`src/rtl/fx_pkg.sv`:
```
// Shared types and constants for the effect parameter controller.
// Parameter width, register map, reset defaults, FSM states and the slew helper.
package fx_pkg;

   localparam int unsigned PARAM_W    = 8;
   localparam int unsigned NUM_PARAMS = 4;

   typedef enum logic [1:0] {
      ADDR_THRESHOLD = 2'd0,
      ADDR_RATIO     = 2'd1,
      ADDR_ATTACK    = 2'd2,
      ADDR_RELEASE   = 2'd3
   } fx_addr_e;

   typedef enum logic [1:0] {
      IDLE    = 2'd0,
      PENDING = 2'd1,
      ARMED   = 2'd2,
      SLEW    = 2'd3
   } fx_state_e;

   localparam int unsigned DEF_THRESHOLD = 64;
   localparam int unsigned DEF_RATIO     = 4;
   localparam int unsigned DEF_ATTACK    = 32;
   localparam int unsigned DEF_RELEASE   = 32;

   function automatic int unsigned default_value(input int unsigned idx);
      case (idx)
         0:       return DEF_THRESHOLD;
         1:       return DEF_RATIO;
         2:       return DEF_ATTACK;
         default: return DEF_RELEASE;
      endcase
   endfunction

   // One bounded step of cur toward target; never overshoots, never wraps.
   function automatic int unsigned slew_toward(input int unsigned cur,
                                               input int unsigned target,
                                               input int unsigned step);
      int unsigned diff;
      if (target >= cur) begin
         diff = target - cur;
         return cur + ((diff < step) ? diff : step);
      end
      diff = cur - target;
      return cur - ((diff < step) ? diff : step);
   endfunction

endpackage

```
`src/rtl/fx_sample_tick.sv`:
```
// Sample-rate divider: one-cycle sample_en every SAMPLE_DIV clocks,
// raised in the cycle the count wraps from SAMPLE_DIV-1 back to 0.
module fx_sample_tick #(
   parameter int unsigned SAMPLE_DIV = 1042
) (
   input  logic clk,
   input  logic reset_n,
   output logic sample_en
);

   localparam int unsigned CNT_W = (SAMPLE_DIV > 1) ? $clog2(SAMPLE_DIV) : 1;
   localparam logic [CNT_W-1:0] LAST = CNT_W'(SAMPLE_DIV - 1);

   logic [CNT_W-1:0] count;

   always_ff @(posedge clk) begin
      if (!reset_n) begin
         count     <= '0;
         sample_en <= 1'b0;
      end else begin
         sample_en <= (count == LAST);
         count     <= (count == LAST) ? '0 : count + 1'b1;
      end
   end

endmodule

```
`src/rtl/fx_param_ctrl.sv`:
```
// Effect parameter controller: host writes land in shadow registers and are
// applied to the live outputs on sample ticks after a commit.
// Build option FX_PARAM_SLEW_EN: slew live values by SLEW_STEP per tick
// instead of copying them in one tick.
module fx_param_ctrl
   import fx_pkg::*;
#(
   parameter int unsigned PARAM_W    = fx_pkg::PARAM_W,
   parameter int unsigned SAMPLE_DIV = 1042,
   parameter int unsigned SLEW_STEP  = 4
) (
   input  logic               clk,
   input  logic               reset_n,
   input  logic               wr_valid,
   output logic               wr_ready,
   input  logic [1:0]         wr_addr,
   input  logic [PARAM_W-1:0] wr_data,
   input  logic               commit,
   output logic               sample_en,
   output logic [PARAM_W-1:0] fx_threshold,
   output logic [PARAM_W-1:0] fx_ratio,
   output logic [PARAM_W-1:0] fx_attack,
   output logic [PARAM_W-1:0] fx_release,
   output logic               busy
);

   if (SLEW_STEP == 0) begin : g_step_check
      $error("fx_param_ctrl: SLEW_STEP must be nonzero");
   end

   fx_state_e          state;
   logic               dirty;
   logic [PARAM_W-1:0] live   [NUM_PARAMS];
   logic [PARAM_W-1:0] shadow [NUM_PARAMS];
   logic               accept;
   logic [PARAM_W-1:0] wr_value;

   fx_sample_tick #(
      .SAMPLE_DIV (SAMPLE_DIV)
   ) u_tick (
      .clk       (clk),
      .reset_n   (reset_n),
      .sample_en (sample_en)
   );

   // A zero ratio would disable the compressor; store 1 instead.
   always_comb begin
      accept   = wr_valid && wr_ready;
      wr_value = wr_data;
      if (wr_addr == ADDR_RATIO && wr_data == '0) begin
         wr_value = PARAM_W'(1);
      end
   end

`ifdef FX_PARAM_SLEW_EN
   logic [PARAM_W-1:0] stepped [NUM_PARAMS];
   logic               settled;

   always_comb begin
      settled = 1'b1;
      for (int unsigned i = 0; i < NUM_PARAMS; i++) begin
         stepped[i] = PARAM_W'(slew_toward(32'(live[i]), 32'(shadow[i]), SLEW_STEP));
         if (stepped[i] != shadow[i]) begin
            settled = 1'b0;
         end
      end
   end
`endif

   always_ff @(posedge clk) begin
      if (!reset_n) begin
         state    <= IDLE;
         wr_ready <= 1'b0;
         busy     <= 1'b0;
         dirty    <= 1'b0;
         for (int unsigned i = 0; i < NUM_PARAMS; i++) begin
            live[i]   <= PARAM_W'(default_value(i));
            shadow[i] <= PARAM_W'(default_value(i));
         end
      end else begin
         if (accept) begin
            shadow[wr_addr] <= wr_value;
            dirty           <= 1'b1;
         end
         unique case (state)
            IDLE: begin
               wr_ready <= 1'b1;
               if (accept) begin
                  state <= PENDING;
                  busy  <= 1'b1;
               end
            end
            PENDING: begin
               // A write on the commit edge is already in shadow when ARMED samples it.
               if (commit && dirty) begin
                  state    <= ARMED;
                  wr_ready <= 1'b0;
               end
            end
            ARMED: begin
               if (sample_en) begin
`ifdef FX_PARAM_SLEW_EN
                  live <= stepped;
                  if (settled) begin
                     state    <= IDLE;
                     busy     <= 1'b0;
                     wr_ready <= 1'b1;
                     dirty    <= 1'b0;
                  end else begin
                     state <= SLEW;
                  end
`else
                  live     <= shadow;
                  state    <= IDLE;
                  busy     <= 1'b0;
                  wr_ready <= 1'b1;
                  dirty    <= 1'b0;
`endif
               end
            end
            SLEW: begin
`ifdef FX_PARAM_SLEW_EN
               if (sample_en) begin
                  live <= stepped;
                  if (settled) begin
                     state    <= IDLE;
                     busy     <= 1'b0;
                     wr_ready <= 1'b1;
                     dirty    <= 1'b0;
                  end
               end
`else
               state    <= IDLE;
               busy     <= 1'b0;
               wr_ready <= 1'b1;
`endif
            end
            default: state <= IDLE;
         endcase
      end
   end

   assign fx_threshold = live[ADDR_THRESHOLD];
   assign fx_ratio     = live[ADDR_RATIO];
   assign fx_attack    = live[ADDR_ATTACK];
   assign fx_release   = live[ADDR_RELEASE];

endmodule

```
`config.mk`:
```
export PLATFORM = sky130hd
export DESIGN_NAME = fx_param_ctrl
export DESIGN_NICKNAME = d
export VERILOG_FILES = /design/src/rtl/fx_pkg.sv /design/src/rtl/fx_sample_tick.sv /design/src/rtl/fx_param_ctrl.sv
export SDC_FILE = /design/constraint.sdc
export NUM_CORES = 1
export LEC_CHECK = 0
export BUFFER_PORTS_ARGS = -buffer_cell sky130_fd_sc_hd__buf_2
export CORE_ASPECT_RATIO = 1.1
export CORE_MARGIN = 4
export CORE_UTILIZATION = 50
export DETAILED_ROUTE_END_ITERATION = 10
export PLACE_DENSITY_LB_ADDON = 0.05
export SYNTH_ARGS = -nofsm -noshare
export SYNTH_HDL_FRONTEND = slang
export SYNTH_HIERARCHICAL = 1
export SYNTH_SLANG_ARGS = --single-unit
```
`constraint.sdc`:
```
create_clock -name clk -period 1.45 [get_ports clk]
set_input_delay 0.29 -clock clk [delete_from_list [all_inputs] [get_ports clk]]
set_output_delay 0.29 -clock clk [all_outputs]
set_load 0.02 [all_outputs]
```
# ---- Yosys cells after proc, flatten, opt, wreduce, memory -nomap -nowiden
# Cells that the tools add are included.
dict set report word_totals {
  ff_bits 81
  output_inout_bits 35
}
dict set report op_classes {
  mux 17
  eq_ne 8
  n_bitwise 2
  magnitude_cmp 2
  reduce_logical 13
  add_sub_neg 1
}
# operator n
set ops {}
lappend ops {{$bwmux W32} 1}
lappend ops {{$demux W8 S2} 1}
lappend ops {{$mux W8} 2}
lappend ops {{$add A11 B1 Y11 const B} 1}
lappend ops {{$eq A11 B11 Y1 const B} 1}
lappend ops {{$logic_not A8 Y1} 1}
lappend ops {{$pmux W2 S4} 1}
lappend ops {{$mux W1} 7}
lappend ops {{$mux W2} 3}
lappend ops {{$pmux W1 S3} 2}
lappend ops {{$reduce_and A3 Y1} 2}
lappend ops {{$eq A2 B1 Y1 const B} 2}
lappend ops {{$eq A2 B2 Y1 const B} 2}
lappend ops {{$logic_and A1 B1 Y1} 4}
lappend ops {{$ne A2 B2 Y1 const B} 2}
lappend ops {{$reduce_and A2 Y1} 2}
lappend ops {{$reduce_or A2 Y1} 2}
lappend ops {{$ge A3 B3 Y1 const B} 1}
lappend ops {{$lt A3 B1 Y1 const B} 1}
lappend ops {{$not A2 Y3} 1}
lappend ops {{$reduce_bool A3 Y1} 1}
lappend ops {{$logic_not A2 Y1} 1}
lappend ops {{$ne A2 B1 Y1 const B} 1}
lappend ops {{$not A1 Y1} 1}

# ---- Logic depth before layout (Yosys ltp)
dict set report depth {
  ltp_word 6
  mapped_depth 6
  depth_no_buf 5
}

# ---- Hierarchy
# The synthesis kept the hierarchy.
# module seq_area_each_um2 n_inst area_per_inst_um2 cells_each
set modules_own_cells {}
lappend modules_own_cells {fx_param_ctrl 1381.3 1 2606.2 302}
lappend modules_own_cells {fx_sample_tick 240.2 1 540.5 57}

# ---- Worst setup path before layout
# Ideal clock, no wire load.
dict set report synth_timing {
  kind {register to register}
  startpoint {register u_tick.count[6]}
  endpoint {register u_tick.count[2]}
  path_buffers 0
  period_less_slack_ns 1.414
  required_time_ns 1.319
  setup_ns 0.131
  path_stages_with_launch 4
  arrival_time_ns 1.284
  setup_slack_ns 0.036
  cell_sequence {dfxtp_1 or4b_4 o31ai_4 nor2_1}
}
dict set report synth_via {
  elab_chain_len 2
}
# element line
set synth_rtl {}
lappend synth_rtl {{start, declared} fx_sample_tick.sv:14} ;# logic [CNT_W-1:0] count;
lappend synth_rtl {{start signal, assigned} fx_sample_tick.sv:22} ;# count <= (count == LAST) ? '0 : count + 1'b1;
lappend synth_rtl {{$eq A11 B11 Y1} fx_sample_tick.sv:22}
lappend synth_rtl {{$reduce_or A2 Y1 (no line)} n/a}
# Every way passes these cells.
# A chain may end at the register's enable or synchronous reset.

# ---- Worst setup path after layout
dict set report layout_timing {
  startpoint {register u_tick.count[6]}
  endpoint {register u_tick.count[6]}
}
dict set report layout_via {
  elab_chain_len 2
}
# element
set layout_rtl {}
lappend layout_rtl {{branches (longest 2 deep; another with $add A11 B1 Y11)}}
# Parallel ways; which one is timed is not known.

==> metrics.txt <==
DIE AREA 7630 µm²; status finished clean; critical path capture point type register; CP Launch Type register; Total Routing Usage GR 0.179; worst flop-to-flop path endpoint u_tick/count[6]; complex-gate fraction of the synthesized area 0.165; I/O pins 49; Vias 2536; met1 Resource Use GR 0.207; sequential-to-total area share from yosys stat 0.515; EDFF count, synth 0; Final Critical Period 1410 ps; count of routing violations after the opening detailed-route iteration 98; # clock sinks 81; area share of and/or/nand/nor cells after synthesis 0.247; diodes inserted 0; area of the mapped netlist 3150 µm²; Synth Area in Adders 0.00795; Hold Violations, Final 0; global-route wire length before repair 11200 µm; total CTS buffers 9; row cnt 30; critical path fanouts, max 7; First-pass DRT Iterations 4; CTS root buf sky130_fd_sc_hd__clkbuf_8; number of cells on the worst reg-to-reg path 4; final clock period utilization by the worst path 0.969; vias per inst 5.10; GRT overflow 0; share of cell area taken by muxes after synthesis 0.00954; antenna violations before repair 0; reg-to-reg slack, setup 40 ps; quantity of I/O buffers inserted on ports 48; endpoint arrival time on the critical path 1630 ps; path type of the worst setup path register to register; count of yosys warnings during synthesis 6; wire length per cell 13.2 µm; clock network latency to the later pin of the worst-skew pair 340 ps; Top Usage Layer GRT met2; maximum clock path buffer count 2; final total negative setup slack 0 ps; class of the tightest hold or removal check input pin to register; Power Density 1110 nW/µm²; via count of the first global-routing pass 2474; Max Fclk 712 MHz; detailed-placement wirelength estimate 4510 µm; number of gates given a new drive strength after cts 0; hold depth 3; Post-synth ARST share 0; Final Max Slew Viols 0; largest net degree at the start of global routing 47; Req. time, crit path 1670 ps; post-synthesis xor/xnor area fraction 0.00835; final routed DRC violation total 0; Clock transition at path regs 70 ps; distinct cell type count after synthesis 42; CTS H-tree depth 3; post-route antenna net violation count 0; unrepaired setup endpoints after global routing true; Most used DFF post-synth sky130_fd_sc_hd__dfxtp_1; Post-Synthesis Cells 359; count of endpoints failing setup in the final report 0; core region area 6160 µm²; maximum VDD drop 0.731 mV; met3 capacity usage during global routing 0.0327; chip height 91.2 µm; net count reported at finish 428; measured slew at the worst slew-check pin 401 ps; clock skew after layout 9.47 ps; layout cells sized above 1 0.206; Post-CTS Hold Buffers 0; fillcell total 593; initial core utilization 0.511; met2 routing resource usage after global routing 0.318; leakage component of the power 0.00146 µW; TritonCTS clock tree done; Final GP Congestion 0.801; postcts setup bufs 0; mean instance size in the synthesized netlist 8.77 µm²; net count of the mapped netlist 375; main combinational cell family by area after synthesis simple AND/OR/NAND/NOR gates; Max Cap Viol 0; floorplan die width 83.6 µm; synthesis-stage register bit count 81; worst hold path endpoint shadow[23]; Slew HR 0.732; r2r startpoint u_tick/count[6]; hold wc startpoint wr_data[7]; total wirelength of the detailed-routed design 6560 µm; total power of the final layout 4150 µW; Synth-to-Final Area Change 18.5%
where the power goes:
group / switching [µW] / internal (µW)
Clock: 796 / 848
Sequential: 27.3 / 2260
Combinational: 124 / 91.4
Total: 947 / 3200
flip-flops by register name (all words and copies together) (netlist names), 2 cells and up:
name and flops:
fx_attack 8, fx_release 8, u_tick/count 11, fx_threshold 8
fx_ratio 8, state 2, shadow 32
cells by family after synthesis:
| family | Yosys count |
|---|---|
| AO/OA/AOI/OAI | 77 |
| buffers and inverters | 27 |
| multiplexers | 3 |
| flip-flops | 81 |
| XOR/XNOR | 3 |
| adder cells (fa/ha/maj) | 2 |
| AND/OR/NAND/NOR | 166 |
Yosys cell counts (all sizes together), types with 2 or more instances:
cell type / instances / area (µm²)
a21boi: 42 / 315
a21oi: 10 / 50.1
buf: 14 / 96.3
clkbuf: 8 / 31.3
dfxtp: 81 / 1620
ha: 2 / 25.0
inv: 5 / 18.8
mux2i: 3 / 30.0
nand2: 108 / 405
nand3: 25 / 125
nand4: 3 / 25.0
nand4b: 2 / 23.8
nand4bb: 2 / 22.5
nor2: 6 / 22.5
nor4: 2 / 12.5
o21ai: 19 / 95.1
o31ai: 4 / 43.8
or3: 4 / 25.0
or4: 3 / 22.5
xor2: 2 / 17.5
per-layer routing:
| layer | share of wire | vias to the layer above | routed length [µm] |
|---|---|---|---|
| li1 | - | 1324 | - |
| met1 | 0.44 | 1158 | 2920 |
| met2 | 0.50 | 43 | 3260 |
| met3 | 0.039 | 11 | 258 |
| met4 | 0.018 | 0 | 121 |
| met5 | 0 | - | 0 |
worst max path at each step:
| stage | startpoint | endpoint | slack (ps) | depth (start not counted) |
|---|---|---|---|---|
| CTS | wr_ready | wr_ready | 30 | 2 |
| floorplan | u_tick/count[6] | u_tick/count[2] | 40 | 3 |
| detailed placement | u_tick/count[6] | u_tick/count[6] | 50 | 4 |
| global placement | u_tick/count[6] | u_tick/count[6] | 60 | 4 |
| global route | u_tick/count[6] | u_tick/count[6] | -4 | 4 |
| finish | u_tick/count[6] | u_tick/count[6] | 40 | 4 |
layout by cell type, fill, tap and decap left out, types with 3 or more instances in the layout:
cell type	count
sky130_fd_sc_hd__a21boi_0	39
sky130_fd_sc_hd__a21boi_1	3
sky130_fd_sc_hd__a21oi_1	10
sky130_fd_sc_hd__buf_12	3
sky130_fd_sc_hd__buf_2	48
sky130_fd_sc_hd__buf_4	12
sky130_fd_sc_hd__clkbuf_8	10
sky130_fd_sc_hd__dfxtp_1	79
sky130_fd_sc_hd__inv_1	5
sky130_fd_sc_hd__mux2i_1	3
sky130_fd_sc_hd__nand2_1	108
sky130_fd_sc_hd__nand3_1	25
sky130_fd_sc_hd__nor2_1	6
sky130_fd_sc_hd__o21ai_0	18
sky130_fd_sc_hd__o31ai_1	3
sky130_fd_sc_hd__or3_1	4
sky130_fd_sc_hd__or4_1	3
stage by stage:
stage	instances	setup slack, ps	hold WS, ps	area [µm²]	util
floorplan	359	35.6	414	3150	-
global placement	481	60.0	439	3520	0.571
detailed placement	481	47.5	444	3520	0.571
CTS	497	32.7	212	3710	0.603
global route	497	-3.84	229	3730	0.606
finish	497	44.6	226	3730	0.606
area by class of cell:
cell class	count	area [µm²]	share of cell area
Clock buffer	12	145	0.0389
Clock inverter	4	51.3	0.0138
Inverter	5	18.8	0.00503
Multi-Input combinational cell	251	1390	0.372
Sequential cell	81	1620	0.436
Tap cell	80	100	0.0268
Timing Repair Buffer	64	402	0.108
worst max-delay path: stages, from the launching register on:
cell and delay [ps]:
sky130_fd_sc_hd__dfxtp_1 320, sky130_fd_sc_hd__or4b_4 560, sky130_fd_sc_hd__o31ai_4 220, sky130_fd_sc_hd__buf_6 160, sky130_fd_sc_hd__a21oi_1 40
Note: power is estimated with default switching activity, not from simulation.
